==> src/rtl/fetch_ctrl.sv <==
// fetch_ctrl: fetch-stage sequencer.
// Owns the PC, a single-outstanding request/response handshake to a
// variable-latency instruction memory, the IF/ID pipeline register and a
// one-entry skid buffer that catches a response arriving while decode holds
// IF/ID. Redirects from execute flush IF/ID and retarget the PC; a request
// already in flight when a redirect lands is allowed to complete and its
// response is dropped. A saturating counter records cycles spent waiting on
// memory.
module fetch_ctrl #(
  parameter int unsigned     XLEN     = 32,
  parameter logic [XLEN-1:0] RESET_PC = '0
) (
  input  logic            clk,
  input  logic            rst_n,
  input  logic            fetch_en,
  input  logic            StallD,
  input  logic            PCSrcE,
  input  logic [XLEN-1:0] PCTargetE,
  output logic            imem_req,
  output logic [XLEN-1:0] imem_addr,
  input  logic            imem_rvalid,
  input  logic [XLEN-1:0] imem_rdata,
  output logic [XLEN-1:0] InstrD,
  output logic [XLEN-1:0] PCD,
  output logic [XLEN-1:0] PCPlus4D,
  output logic            ValidD,
  output logic [31:0]     wait_cycles
);

  // Sequencer states. IDLE: nothing outstanding. ISSUE: request on the bus
  // this cycle. WAIT: awaiting a live response. HOLD: response parked in the
  // skid buffer behind a stalled IF/ID. DISCARD: awaiting a response that a
  // redirect has already killed.
  localparam logic [2:0] S_IDLE    = 3'd0;
  localparam logic [2:0] S_ISSUE   = 3'd1;
  localparam logic [2:0] S_WAIT    = 3'd2;
  localparam logic [2:0] S_HOLD    = 3'd3;
  localparam logic [2:0] S_DISCARD = 3'd4;

  localparam logic [XLEN-1:0] PC_STEP  = XLEN'(4);
  localparam logic [31:0]     WAIT_MAX = 32'hFFFF_FFFF;

  logic [2:0]      state_q, state_d;
  logic [XLEN-1:0] pc_q, pc_d;
  logic [XLEN-1:0] pc_plus4;

  // IF/ID pipeline register.
  logic [XLEN-1:0] instr_q;
  logic [XLEN-1:0] pcd_q;
  logic [XLEN-1:0] pc4d_q;
  logic            valid_q;

  // Skid buffer: the instruction and the PC it was fetched from.
  logic [XLEN-1:0] skid_instr_q;
  logic [XLEN-1:0] skid_pc_q;

  logic [31:0]     wait_q;

  // Per-cycle decisions produced by the sequencer.
  logic            take_mem;    // IF/ID loads straight from the memory response
  logic            take_skid;   // IF/ID loads from the skid buffer
  logic            skid_fill;   // skid buffer captures the memory response
  logic            ifid_free;   // IF/ID can accept a new instruction this cycle
  logic            waiting;     // a memory wait cycle to be counted

  logic [XLEN-1:0] load_instr;
  logic [XLEN-1:0] load_pc;

  assign pc_plus4  = pc_q + PC_STEP;       // wraps modulo 2^XLEN
  assign ifid_free = !valid_q || !StallD;

  // Sequencer: next state, next PC and the IF/ID / skid load strobes.
  always_comb begin
    // NOTE: every output of this block gets a default before the case so no
    // path leaves a signal unassigned, which would infer a latch.
    state_d   = state_q;
    pc_d      = pc_q;
    take_mem  = 1'b0;
    take_skid = 1'b0;
    skid_fill = 1'b0;

    case (state_q)
      S_IDLE: begin
        if (PCSrcE) pc_d = PCTargetE;
        if (fetch_en) state_d = S_ISSUE;
      end

      S_ISSUE: begin
        // The request to the old PC still goes out; a redirect here only
        // means its response must be thrown away.
        if (PCSrcE) begin
          pc_d    = PCTargetE;
          state_d = S_DISCARD;
        end else begin
          state_d = S_WAIT;
        end
      end

      S_WAIT: begin
        if (PCSrcE) begin
          pc_d    = PCTargetE;
          state_d = imem_rvalid ? S_ISSUE : S_DISCARD;
        end else if (imem_rvalid) begin
          if (ifid_free) begin
            take_mem = 1'b1;
            pc_d     = pc_plus4;
            state_d  = fetch_en ? S_ISSUE : S_IDLE;
          end else begin
            skid_fill = 1'b1;
            state_d   = S_HOLD;
          end
        end
      end

      S_HOLD: begin
        if (PCSrcE) begin
          pc_d    = PCTargetE;
          state_d = S_ISSUE;
        end else if (!StallD) begin
          take_skid = 1'b1;
          pc_d      = pc_plus4;
          state_d   = fetch_en ? S_ISSUE : S_IDLE;
        end
      end

      S_DISCARD: begin
        if (PCSrcE) pc_d = PCTargetE;
        if (imem_rvalid) state_d = S_ISSUE;
      end

      default: begin
        state_d = S_IDLE;
      end
    endcase
  end

  // Sequencer state and PC register.
  always_ff @(posedge clk or negedge rst_n) begin
    if (!rst_n) begin
      state_q <= S_IDLE;
      pc_q    <= RESET_PC;
    end else begin
      // NOTE: non-blocking assignments keep every flop sampling pre-edge
      // values regardless of statement or block order.
      state_q <= state_d;
      pc_q    <= pc_d;
    end
  end

  assign load_instr = take_skid ? skid_instr_q : imem_rdata;
  assign load_pc    = take_skid ? skid_pc_q    : pc_q;

  // IF/ID register: flush beats load, load beats stall, otherwise a bubble.
  always_ff @(posedge clk or negedge rst_n) begin
    if (!rst_n) begin
      instr_q <= '0;
      pcd_q   <= '0;
      pc4d_q  <= '0;
      valid_q <= 1'b0;
    end else if (PCSrcE) begin
      valid_q <= 1'b0;
    end else if (take_mem || take_skid) begin
      instr_q <= load_instr;
      pcd_q   <= load_pc;
      pc4d_q  <= load_pc + PC_STEP;
      valid_q <= 1'b1;
    end else if (!StallD) begin
      valid_q <= 1'b0;
    end
  end

  // Skid buffer: captures a response that IF/ID cannot yet accept.
  always_ff @(posedge clk or negedge rst_n) begin
    // NOTE: the skid entry is cleared on reset so a post-reset IF/ID load can
    // never expose stale contents; HOLD is the only state that reads it.
    if (!rst_n) begin
      skid_instr_q <= '0;
      skid_pc_q    <= '0;
    end else if (skid_fill) begin
      skid_instr_q <= imem_rdata;
      skid_pc_q    <= pc_q;
    end
  end

  assign waiting = ((state_q == S_WAIT) || (state_q == S_DISCARD)) && !imem_rvalid;

  // Memory-wait counter, saturating at all-ones.
  always_ff @(posedge clk or negedge rst_n) begin
    if (!rst_n) begin
      wait_q <= '0;
    end else if (waiting && (wait_q != WAIT_MAX)) begin
      wait_q <= wait_q + 32'd1;
    end
  end

  assign imem_req    = (state_q == S_ISSUE);
  assign imem_addr   = pc_q;
  assign InstrD      = instr_q;
  assign PCD         = pcd_q;
  assign PCPlus4D    = pc4d_q;
  assign ValidD      = valid_q;
  assign wait_cycles = wait_q;

endmodule

==> config.mk <==
export PLATFORM = sky130hd
export DESIGN_NAME = fetch_ctrl
export DESIGN_NICKNAME = d
export VERILOG_FILES = /design/src/rtl/fetch_ctrl.sv
export SDC_FILE = /design/constraint.sdc
export NUM_CORES = 1
export LEC_CHECK = 0
export ABC_AREA = 1
export BUFFER_PORTS_ARGS = -buffer_cell sky130_fd_sc_hd__buf_2
export CAP_MARGIN = 20
export CORE_MARGIN = 4
export CORE_UTILIZATION = 30
export DETAILED_ROUTE_END_ITERATION = 10
export GPL_TIMING_DRIVEN = 0
export PLACE_DENSITY = 0.61
export SYNTH_ARGS = -nofsm -noshare
export SYNTH_HDL_FRONTEND = slang
export SYNTH_SLANG_ARGS = --single-unit
==> constraint.sdc <==
create_clock -name clk -period 2.5 [get_ports clk]
set_input_delay 0.25 -clock clk [delete_from_list [all_inputs] [get_ports clk]]
set_output_delay 0.25 -clock clk [all_outputs]
set_load 0.05 [all_outputs]
# Word-level counts from Yosys, hierarchy flattened
# Cells that the tools add are included.
op_classes:
  eq_ne: 12
  n_bitwise: 1
  addsub: 3
  mux: 34
  reduce_logical: 14
ops:
  columns: ["operator", "n"]
  rows:
  - ["32-bit two-way mux", 8]
  - ["32-bit case mux with 3 select lines", 1]
  - ["32-bit by 3-bit adder with 32-bit output (second input constant)", 2]
  - ["32-bit by 1-bit adder with 32-bit output (second input constant)", 1]
  - ["32-bit != test (second input constant)", 1]
  - ["3-bit two-way mux", 8]
  - ["1-bit two-way mux", 15]
  - ["3-bit case mux with 5 select lines", 1]
  - ["3-bit != test (second input constant)", 3]
  - ["3-bit by 2-bit == test with 1-bit output (second input constant)", 2]
  - ["5-bit AND reduction", 1]
  - ["2-bit != test (second input constant)", 2]
  - ["4-bit AND reduction", 1]
  - ["3-bit by 1-bit == test with 1-bit output (second input constant)", 1]
  - ["3-bit == test (second input constant)", 1]
  - ["1-bit zero test", 3]
  - ["3-bit zero test", 1]
  - ["1-bit logical OR", 3]
  - ["3-bit by 1-bit != test with 1-bit output (second input constant)", 1]
  - ["3-bit nonzero test", 1]
  - ["3-bit OR reduction", 1]
  - ["1-bit logical AND", 2]
  - ["2-bit two-way mux", 1]
  - ["2-bit by 1-bit != test with 1-bit output (second input constant)", 1]
  - ["other kinds (2)", 2]
totals:
  word_cells: 73
  regBits: 228
  input_bits: 70

# Longest topological paths before layout
# Gate-level depths: netlist of run 1.
depth:
  ltp_word: 9
  depth_mapped: 15
  ltp_nobuf: 14

# Worst setup path after synthesis of run 1
# No wires, ideal clock.
synth_timing:
  path_kind: "flip-flop to flip-flop"
  from: "register wait_q[1] (netlist: wait_cycles[1])"
  to: "register wait_q[23] (netlist: wait_cycles[23])"
  path_stages_with_launch: 13
  n_path_buf: 2
  setup_slack_ns: 0.373
  t_arrival_ns: 2.009
  setup_ns: 0.118
  cell_sequence: "dfrtp_1 ha_1 nand2_1 nor2_1 nand2_1 nor2_1 nand2_1 nand2_1 inv_1 buf_2 buf_2 nand2_1 nand2_1"
synth_via:
  elab_chain_cells: 2
  word_cells_on_any_way: 3
  classes_between: "1 x add/sub; 1 x eq/ne; 1 x reduce/logical"
synth_lines:
  columns: ["element", "line_no", "source"]
  rows:
  - ["start, declared", "57", "logic [31:0] wait_q;"]
  - ["start signal, assigned", "192", "wait_q <= wait_q + 32'd1;"]
  - ["branches (longest 2 deep; another with 32-bit by 1-bit adder with 32-bit output)", null, null]
# Parallel ways; which one is timed is not known.
# A chain may end at the register's enable or synchronous reset.

# Final worst setup path of run 1
layout_timing:
  from: "register state_q[2]"
  to: "register pc4d_q[10] (netlist: PCPlus4D[10])"
layout_via:
  elab_chain_cells: 4
  word_cells_on_any_way: 8
  classes_between: "1 x add/sub; 2 x eq/ne; 3 x mux; 2 x reduce/logical"
layout_lines:
  columns: ["element", "line_no", "source"]
  rows:
  - ["start, declared", "43", "logic [2:0] state_q, state_d;"]
  - ["start signal, assigned", "145", "state_q <= state_d;"]
  - ["3-bit by 2-bit == test with 1-bit output", "82", "case (state_q)"]
  - ["1-bit two-way mux", "82", null]
  - ["32-bit two-way mux", "151", "assign load_pc = take_skid ? skid_pc_q : pc_q;"]
  - ["named net load_pc[2]", "67", "logic [XLEN-1:0] load_pc;"]
  - ["32-bit by 3-bit adder with 32-bit output", "165", "pc4d_q <= load_pc + PC_STEP;"]
  - ["end signal, assigned", "165", null]
  - ["end, declared", "50", "logic [XLEN-1:0] pc4d_q;"]
# The timed path passes the listed nets, and every way through them passes these cells.

==> results of run 1 <==
[power by group]
part | leakage, nW | internal [mW] | total, mW | switching [mW]
Clock | 0.419 | 2.18 | 3.79 | 1.60
Combinational | 4.17 | 2.17 | 9.66 | 7.49
Sequential | 2.87 | 4.81 | 5.92 | 1.11
[final timing paths]
path	endpoint	slack, ns	cells after the start
setup reg to reg	PCPlus4D[10]	0.11	13
hold / removal	imem_addr[24]	0.02	3
max in group asynchronous	state_q[1]	1.42	3
hold reg to reg	PCD[28]	0.47	2
min in group asynchronous	PCD[14]	0.23	2
setup / recovery	PCPlus4D[10]	0.11	13
[metrics by stage]
stage | power (mW) | setup TNS [ns]
5_1_grt | 20.5 | -0.144
4_1_cts | 19.4 | 0
3_3_place_gp | 15.4 | -674.93
2_1_floorplan | 12.5 | 0
3_5_place_dp | 15.5 | -0.769
6_report | 19.4 | 0
[worst max-delay path: cells and delay by family (launching register included)]
family,cells,cell delay (ns)
buffers and inverters,4,0.58
and+or+nand+nor,6,0.68
AOI/OAI and AO/OA,2,0.40
DFF,1,0.36
adders and majority gates,1,0.25
[cell usage in the layout, fill, tap and decap left out, drive strengths merged, types with 4 or more instances in the layout]
cell         count
buf            275
clkinv           9
nand2          483
a21oi           13
clkbuf          68
nor4             4
dfrtp          226
nand3b           8
o211ai           6
nor2           214
o22ai           13
nand3          109
nand4           12
dlygate4sd3     45
a31oi           38
a22oi            5
nor3            30
xor2            33
xnor2            7
mux2            32
o21ai          104
inv            103
[kinds of logic (layout without fill, tap and decap cells)]
logic type,after synthesis,count (layout),synth area share
multiplexers,32,32,0.0305
AO/OA/AOI/OAI,185,185,0.0879
XOR/XNOR,40,40,0.0296
buffers and inverters,173,501,0.0626
AND/OR/NAND/NOR,869,869,0.308
adder cells (fa/ha/maj),3,3,0.00317
flip-flops,226,226,0.478
[area by class of cell]
class / instances / share of cell area
sequential: 226 / 0.376
multi-input combinational: 1129 / 0.364
timing repair buffer: 278 / 0.111
clock buffer: 41 / 0.0524
tap: 518 / 0.0430
inverter: 104 / 0.0259
buffer: 69 / 0.0233
clock inverter: 9 / 0.00415
[sequential cells by signal (all words and copies together), names as in the netlist]
signal and count:
skid_pc_q 32, InstrD 32, wait_cycles 32, PCD 32, PCPlus4D 30, imem_addr 32
state_q 3, ValidD 1, skid_instr_q 32
[what timing repair did]
item	in CTS	in global routing
endpoints found under the setup margin	17	35
pin swaps	0	2
hold endpoints to repair	146	0
gates cloned	0	0
gates resized for setup	4	13
setup buffers	0	2
hold buffers	45	0
[metal layers]
layer	vias to the layer above	track usage	part of all wire
li1	5588	-	-
met2	422	0.308	0.45
met4	4	0.0577	0.028
met3	81	0.0401	0.075
met1	5492	0.268	0.45
met5	-	0	0.00064
==> impl_metrics.csv, run 1 <==
group,metric,value,unit
outcome,status,"complete, no violations",
logic_synthesis,synth-edff-count,0,
pwr,leakage,7.46,nW
grt,grt_max_degree,80,
timing,report.final.slew_viol_count,0,
placement,pre_cts_ws,-0.156,ns
logic_synthesis,yosys.area.top_type,"dfrtp_1",
worst_setup_path,crit_path_start_kind,"flop",
floorplan,core,0.0388,sq mm
placement,dpl_cell_area,0.0137,sq mm
finish,fill_cells,3968,
logic_synthesis,async_reset_ff_frac,1.00,
grt,grtUsageTotal,0.194,
worst_setup_path,cp.arrival,2.82,ns
pwr,powerDensity,1290,mW/mm^2
timing,rsz0062_at_grt,"true",
timing,finClkSkew,0.0232,ns
logic_synthesis,yosys.cell_count.top_type,"nand2_1",
drt,drtPass1Iterations,6,
placement,io_buffers,229,
drt,wl_per_cell,17.7,um
finish,fin_area,0.0151,sq mm
timing,fin_ws,0.109,ns
placement,hpwl,31900,um
job,max_cap_viol_count,0,
logic_synthesis,ys_seq_area_frac,0.478,
timing,fin_crit_sh,0.956,
logic_synthesis,yosys_warnings,0,
drt,vias_per_cell,4.88,
worst_setup_path,crit_path_start,"state_q[2]",
worst_setup_path,endpoint_kind,"flop",
logic_synthesis,ys_ff_latch,226,
clock_network,cts.path.max_buffers,3,
timing,min_period,2.39,ns
floorplan,rows,72,
grt,antenna_found_initial,2,
timing,hold_ws,0.0175,ns
grt,grt_overflow,0,
clock_network,cts_num_sinks,226,
clock_network,cts_tree,"built",
clock_network,clk_latency,0.56,ns
grt,grt_pass1_vias,11400,
placement,place_congestion,0.915,
worst_setup_path,cp.required,2.93,ns
logic_synthesis,syn_nets,1601,
worst_setup_path,worstSetupPathType,"flop to flop",
drt,num_vias,11600,
logic_synthesis,syn_area_per_cell,7.74,sq um
floorplan,die_area,0.0427,sq mm
clock_network,cts-root-buf,"clkbuf_16",
logic_synthesis,syn_area,0.0118,sq mm
drt,drt-initial-drc-count,870,
finish,multi_input_area,0.00549,sq mm
finish,diodes,0,
pwr,ir_drop,668,uV
worst_setup_path,crit_slowest_cell,"dfrtp_1",
worst_hold_path,hold_class,"input pin to flop",
worst_setup_path,crit_fanout,10,
worst_hold_path,hp-start,"PCTargetE[24]",
finish,area_growth,27.3,%
timing,hold_viol_final,0,
logic_synthesis,synth_top_area_share,0.478,
timing,tightest_slew,0.726,ns
floorplan,die-width,207,um
logic_synthesis,synthTopCellsByArea,"dfrtp_1 (48%), nand2_1 (15%), nor2_1 (6.4%)",
worst_setup_path,reg2reg_from,"state_q[2]",
clock_network,clk_pin_slew,0.05,ns
floorplan,io_pins,232,
drt,drc_errors,0,
logic_synthesis,synth_flop_cell,"dfrtp_1",
finish,drive_above_1_share,0.209,
timing,max_freq,418,MHz
floorplan,start_util,0.305,
finish,nets,1909,
drt,detail-route-antenna-nets,0,
grt,grt_pass1_wl,65400,um
placement,post-place-cells,2277,
clock_network,htreeDepth,1,
finish,final_cell_count_no_fill,2374,
logic_synthesis,synth_cells,1528,
timing,setup_viol,0,
worst_setup_path,crit_chain,"buf_2, nor2_8, nand2_2, buf_6, o21ai_2, inv_1, ha_1, nand2_1, nor2_4, nand2_2, inv_1, nand3_1, o211ai_1",
finish,regArea,0.00566,sq mm
timing,relSlewSlack,0.513,
floorplan,die_h,207,um
logic_synthesis,ys_top_cells_by_count,"nand2_1 (475), dfrtp_1 (226), nor2_1 (201)",
logic_synthesis,synth_cell_types,43,
clock_network,cts_buffers,28,
drt,drt_wl_total,42100,um
finish,fin_util,0.388,
worst_setup_path,critPathMaxStageDelay,0.36,ns
Power figures use the tool's default switching activity.
==> inputs of run 2 (changes only) <==
Settings changed: ABC_AREA 1 to not set, BUFFER_PORTS_ARGS -buffer_cell sky130_fd_sc_hd__buf_2 to not set, DONT_BUFFER_PORTS set to 1, PLACE_DENSITY 0.61 to 0.56.
==> run 2 against run 1 <==
Effect of this change:
- the run now ends with hold timing, setup timing left
- synthesized cell count shrank 27%
- fmax down 18%
- cell area shrank 6.4%
- die area fell by 6.0%
- area after synthesis down 6.2%
- clock power grew 12%
- sequential share of layout area increased by 3.0 points
- critical path type unchanged
==> impl_metrics.csv, run 2 <==
group,metric,value,unit
outcome,status,"complete, but fails checks",
pwr,seq_power_share,0.523,
outcome,violations,"hold timing, setup timing",
finish,fin_util,0.386,
worst_setup_path,endpoint_kind,"flop",
pwr,switching_share,0.499,
worst_setup_path,cp_common_cell,"nand2_4",
logic_synthesis,synth_cells,1110,
logic_synthesis,synth_mux_area_frac,0.129,
worst_setup_path,cp.required,2.93,ns
finish,nets,1317,
clock_network,clk_pin_slew,0.06,ns
pwr,ir_drop,572,uV
clock_network,cts_num_sinks,226,
clock_network,htreeDepth,1,
timing,hold_viol_final,226,
timing,tightest_slew,0.813,ns
worst_setup_path,critPathMaxStageDelay,0.42,ns
timing,report.final.slew_viol_count,0,
timing,setup_viol,54,
timing,hold_ws,-0.584,ns
worst_setup_path,crit_chain,"or3b_4, nor2_4, buf_6, buf_12, nand2_4, nand2_4, ha_4, and4_4, o21ai_4, a222oi_1, buf_4, o211ai_1, xnor2_1, o21ai_1",
pwr,clockPowerShare,0.235,
finish,drive_above_1_share,0.229,
logic_synthesis,synthTopCellsByArea,"dfrtp_1 (51%), mux2_2 (7.4%), o21ai_0 (5.9%)",
worst_setup_path,cp.arrival,3.35,ns
worst_hold_path,hold_class,"input pin to async pin",
drt,drt_wl_total,38200,um
floorplan,die_h,200,um
worst_setup_path,crit_fanout,7,
clock_network,clk_latency,0.56,ns
logic_synthesis,synth_top_family_by_area,"simple AND/OR/NAND/NOR gates",
timing,max_freq,342,MHz
finish,final_cell_mix,"dfrtp_1 (187), nand2_1 (142), o21ai_0 (121)",
pwr,internal-power,9.07,mW
clock_network,cts_tree,"built",
timing,min_period,2.93,ns
floorplan,io_pins,232,
placement,io_buffers,0,
finish,diodes,0,
grt,antenna_found_initial,0,
worst_setup_path,crit_slowest_cell,"or3b_4",
drt,detail-route-antenna-nets,0,
pwr,powerDensity,1280,mW/mm^2
drt,vias_per_cell,5.32,
timing,finClkSkew,0.0144,ns
logic_synthesis,yosys.cell_count.top_type,"dfrtp_1",
job,max_cap_viol_count,0,
logic_synthesis,syn_nets,1183,
placement,hpwl,26900,um
timing,relSlewSlack,0.458,
logic_synthesis,syn_area_per_cell,10.0,sq um
drt,wl_per_cell,22.0,um
floorplan,core,0.0365,sq mm
grt,grtUsageTotal,0.181,
logic_synthesis,ys_ff_latch,226,
logic_synthesis,yosys.area.top_type,"dfrtp_1",
grt,grt_pass1_vias,9182,
grt,grt_pass1_wl,57700,um
timing,rsz0062_at_grt,"true",
logic_synthesis,synth_compound_area_frac,0.126,
logic_synthesis,ys_top_cells_by_count,"dfrtp_1 (226), nand2_1 (147), o21ai_0 (130)",
worst_setup_path,crit_buf_inv,3,
logic_synthesis,yosys_warnings,0,
clock_network,cts-root-buf,"clkbuf_16",
worst_setup_path,crit_path_start_kind,"flop",
finish,area_growth,27.1,%
pwr,share_comb_of_total_power,0.242,
pwr,p_switching,9.05,mW
drt,num_vias,9219,
pwr,leakage,6.32,nW
drt,drc_errors,0,
logic_synthesis,ys_seq_area_frac,0.510,
drt,drt-initial-drc-count,773,
placement,place_congestion,0.897,
timing,fin_crit_sh,1.17,
floorplan,start_util,0.304,
grt,grt_max_degree,227,
logic_synthesis,synth-adder-area-share,0.00338,
logic_synthesis,async_reset_ff_frac,1.00,
logic_synthesis,synth_xor_area_frac,0.0481,
clock_network,cts_buffers,28,
timing,fin_ws,-0.426,ns
logic_synthesis,synth_top_area_share,0.510,
logic_synthesis,synth_cell_types,59,
logic_synthesis,syn_area,0.0111,sq mm
drt,drtPass1Iterations,5,
logic_synthesis,synth-edff-count,0,
placement,pre_cts_ws,-0.992,ns
worst_setup_path,worstSetupPathType,"flop to flop",
clock_network,cts.path.max_buffers,3,
grt,grt_overflow,0,
finish,layout_commonest_cell,"dfrtp_1",
logic_synthesis,synthSimpleGateAreaFrac,0.152,
floorplan,rows,70,
floorplan,die_area,0.0401,sq mm
worst_setup_path,cpLargestDelayFamily,"simple AND/OR/NAND/NOR gates",
clock_network,cts_hold_buf,66,
logic_synthesis,synth_flop_cell,"dfrtp_1",
floorplan,die-width,200,um
run 2: cell types whose count changed after synthesis, sizes merged, moves of 17 or more:
cell    delta
a21oi     +35
a31oi     -30
buf       -17
clkbuf    +21
inv       -91
mux2      +41
mux2i     +61
nand2    -336
nand3     -62
nor2     -150
o21ai     +32
xnor2     +31
run 2: worst reg2reg max path, stage by stage, from the launching register on:
cell and delay, ns:
dfrtp_1 0.38, or3b_4 0.42, nor2_4 0.18, buf_6 0.13, buf_12 0.09, nand2_4 0.04, nand2_4 0.07, ha_4 0.16
and4_4 0.25, o21ai_4 0.06, a222oi_1 0.33, buf_4 0.23, o211ai_1 0.14, xnor2_1 0.22, o21ai_1 0.08
run 2: stage by stage:
step	hold WS (ns)	total power [mW]	cell area, sq um	TNS [ns]	cells
after floorplan	-0.0456	11.7	11200	-3.13	1110
after global placement	-0.0254	13.3	11800	-59.09	1578
after detailed placement	-0.0272	13.4	11800	-57.49	1579
after CTS	-0.623	18.0	13800	-4.13	1717
after global routing	-0.610	19.0	14100	-19.55	1732
final	-0.584	18.1	14100	-10.85	1732
run 2: repair_timing:
item                                    in CTS  in global routing
endpoints found under the setup margin     211                198
buffers inserted                            22                 16
gates cloned                                 0                  2
endpoints found under the hold margin      322                226
pin swaps                                   16                 13
resized for setup                           94                 87
run 2: area by class of cell:
cell class | count | area (sq um)
Timing Repair Buffer | 107 | 995
Tap cell | 468 | 586
Sequential cell | 226 | 5710
Fill cell | 3537 | 22400
Clock buffer | 38 | 788
Inverter | 12 | 45.0
Multi-Input combinational cell | 799 | 5350
Clock inverter | 12 | 180
Buffer | 70 | 442
run 2: cell families after synthesis:
kind of cell | Yosys count
simple gates | 357
compound gates | 244
flops | 226
mux | 134
buf+inv | 85
xor+xnor | 61
fa+ha+maj | 3
run 2: worst paths after layout:
path                       cells after the start  slack, ns               to              from
setup / recovery                              14      -0.43     PCPlus4D[24]        state_q[1]
setup reg to reg                              14      -0.43     PCPlus4D[24]        state_q[1]
max in group asynchronous                      0       2.74  wait_cycles[26]             rst_n
hold reg to reg                                2       0.47       InstrD[11]  skid_instr_q[11]
min in group clk                               3       0.04    imem_addr[29]     PCTargetE[29]
hold / removal                                 0      -0.58    imem_addr[20]             rst_n
run 2: power groups by stage:
stage	logic, mW	clock network, mW	registers, mW
CTS	4.20	4.35	9.47
detailed placement	3.84	0	9.52
finish	4.39	4.26	9.47
global placement	3.77	0	9.48
floorplan	2.90	0	8.75
global route	4.86	4.54	9.63
run 2: routing by layer:
| metal | vias up | wire length, um | track usage |
|---|---|---|---|
| li1 | 4217 | - | - |
| met5 | - | 0 | 0 |
| met1 | 4574 | 16000 | 0.237 |
| met2 | 358 | 17400 | 0.283 |
| met3 | 70 | 3500 | 0.0614 |
| met4 | 0 | 1230 | 0.0654 |
==> inputs of run 3 (changes only) <==
Settings changed: CTS_BUF_LIST set to sky130_fd_sc_hd__clkbuf_8, PLACE_DENSITY 0.56 to not set, PLACE_DENSITY_LB_ADDON set to 0.08.
==> run 3 against run 2 <==
Effect of this change:
- the flow still finishes with violations (hold timing, setup timing)
- via count down 1.8%
- worst hold slack lost 0.034 ns
- global-route usage is 0.75 points higher
- total power down 1.5%
- combinational power about the same
- die area is the same
- setup slack gained 0.060 ns
- cell count up 1.6%
- clock power down 4.9%
- first-iteration DRC count fell by 15%
==> impl_metrics.csv, run 3 (synthesized netlist as in run 2, its figures left out) <==
group,metric,value,unit
clock_network,clk_pin_slew,0.05,ns
pwr,power.total,17.9,mW
timing,tns,-3.12,ns
clock_network,cts-root-buf,"clkbuf_8",
pwr,internal-power,8.76,mW
worst_setup_path,crit_fanout,8,
outcome,violations,"hold timing, setup timing",
clock_network,cts.path.max_buffers,3,
timing,fin_crit_sh,1.15,
timing,max_freq,349,MHz
drt,drt_wl_total,39100,um
pwr,clockPowerShare,0.227,
timing,relSlewSlack,0.439,
pwr,ir_drop,604,uV
floorplan,start_util,0.304,
drt,dr_wl_met3,3140,um
placement,place_congestion,0.822,
timing,rsz0062_at_grt,"true",
placement,post-place-cells,1578,
outcome,status,"complete, but fails checks",
pwr,p_switching,9.09,mW
drt,detail-route-antenna-nets,0,
floorplan,core,0.0365,sq mm
drt,drc_errors,0,
timing,hold_viol_final,226,
pwr,share_comb_of_total_power,0.247,
worst_setup_path,endpoint_kind,"flop",
finish,drive_above_1_share,0.249,
drt,wl_per_cell,22.2,um
timing,setup_viol,11,
finish,fill_cells,3692,
drt,num_vias,9054,
drt,vias_per_cell,5.14,
placement,hpwl,27600,um
timing,hold_ws,-0.618,ns
finish,area_growth,27.1,%
clock_network,clk_latency,0.59,ns
grt,antenna_found_initial,0,
finish,final_cell_count_no_fill,1760,
pwr,switching_share,0.509,
finish,nets,1331,
finish,layout_commonest_cell,"dfrtp_1",
timing,fin_ws,-0.366,ns
floorplan,io_pins,232,
floorplan,die_area,0.0401,sq mm
floorplan,rows,70,
worst_setup_path,worstSetupPathType,"flop to flop",
worst_setup_path,crit_path_start_kind,"flop",
drt,topRoutingLayerUsed,"met4",
grt,grt_pass1_vias,9188,
pwr,powerDensity,1270,mW/mm^2
worst_setup_path,cp.required,2.95,ns
pwr,leakage,6.41,nW
floorplan,die_h,200,um
clock_network,cts_buffers,45,
pwr,seq_power_share,0.527,
grt,grtUsageTotal,0.189,
finish,fin_area,0.0141,sq mm
grt,grt_overflow,0,
worst_setup_path,cp.arrival,3.32,ns
clock_network,cts_num_sinks,226,
job,max_cap_viol_count,0,
floorplan,die-width,200,um
timing,finClkSkew,0.0125,ns
placement,dpl_cell_area,0.0118,sq mm
timing,tightest_slew,0.841,ns
clock_network,cts_hold_buf,69,
timing,min_period,2.87,ns
worst_hold_path,hold_class,"input pin to async pin",
clock_network,cts_tree,"built",
grt,grt_max_degree,227,
drt,drt-met1-wl,18100,um
drt,drt-initial-drc-count,660,
timing,report.final.slew_viol_count,0,
clock_network,htreeDepth,2,
drt,wl_met2,17000,um
placement,io_buffers,0,
grt,grt_pass1_wl,59800,um
finish,fin_util,0.386,
finish,final_cell_mix,"dfrtp_1 (187), nand2_1 (142), o21ai_0 (123)",
drt,drtPass1Iterations,5,
## run 3: critical path, stage by stage, from the launching register on
cell and delay, ns:
dfrtp_1 0.38, or3b_4 0.40, nor2_4 0.15, buf_6 0.12
mux2_4 0.18, ha_4 0.16, and4_4 0.25, o21ai_4 0.06
a222oi_1 0.33, buf_4 0.24, nand4_1 0.15, xnor2_1 0.23
o21ai_1 0.08
## run 3: metrics by stage
step	worst slack (ns)	hold slack [ns]
global placement	-1.14	-0.0336
CTS	-0.468	-0.697
global route	-0.466	-0.668
floorplan	-0.384	-0.0456
finish	-0.366	-0.618
detailed placement	-1.10	-0.0306
## run 3: cell type report
class	count	area [sq um]	area share
multi-input combinational	799	5390	0.382
clock buffer	63	867	0.0615
timing repair buffer	105	966	0.0685
inverter	12	45.0	0.00319
buffer	69	437	0.0310
tap	468	586	0.0415
antenna	1	2.50	0.000177
sequential	226	5710	0.405
clock inverter	17	104	0.00736
## run 3: metal layers
| metal | global-route usage | up-vias |
|---|---|---|
| met4 | 0.0533 | 0 |
| met2 | 0.280 | 305 |
| li1 | - | 4257 |
| met3 | 0.0583 | 59 |
| met1 | 0.268 | 4433 |
| met5 | 0 | - |
## run 3: worst paths after layout
path,from,endpoint,slack [ns],cells past startpoint
max,state_q[2],PCPlus4D[26],-0.37,12
min,rst_n,InstrD[5],-0.62,0
max reg2reg,state_q[2],PCPlus4D[26],-0.37,12
min reg2reg,skid_instr_q[23],InstrD[23],0.47,2
max in group asynchronous,rst_n,imem_addr[3],2.47,0
min in group clk,fetch_en,state_q[0],0.07,4
## run 3: repair_timing
| item | 4_1_cts | 5_1_grt |
|---|---|---|
| endpoints found under the hold margin | 325 | 226 |
| buffers inserted | 20 | 15 |
| setup endpoints to repair | 215 | 163 |
| pin swaps | 14 | 8 |
| gates cloned | 0 | 1 |
| gates resized for setup | 102 | 93 |
## run 3: power by group through the flow
stage / Sequential, mW / Combinational [mW] / Clock, mW
final: 9.41 / 4.40 / 4.05
after global routing: 9.59 / 4.92 / 4.36
after floorplan: 8.75 / 2.90 / 0
after CTS: 9.43 / 4.30 / 4.19
after global placement: 9.44 / 3.93 / 0
after detailed placement: 9.47 / 3.95 / 0
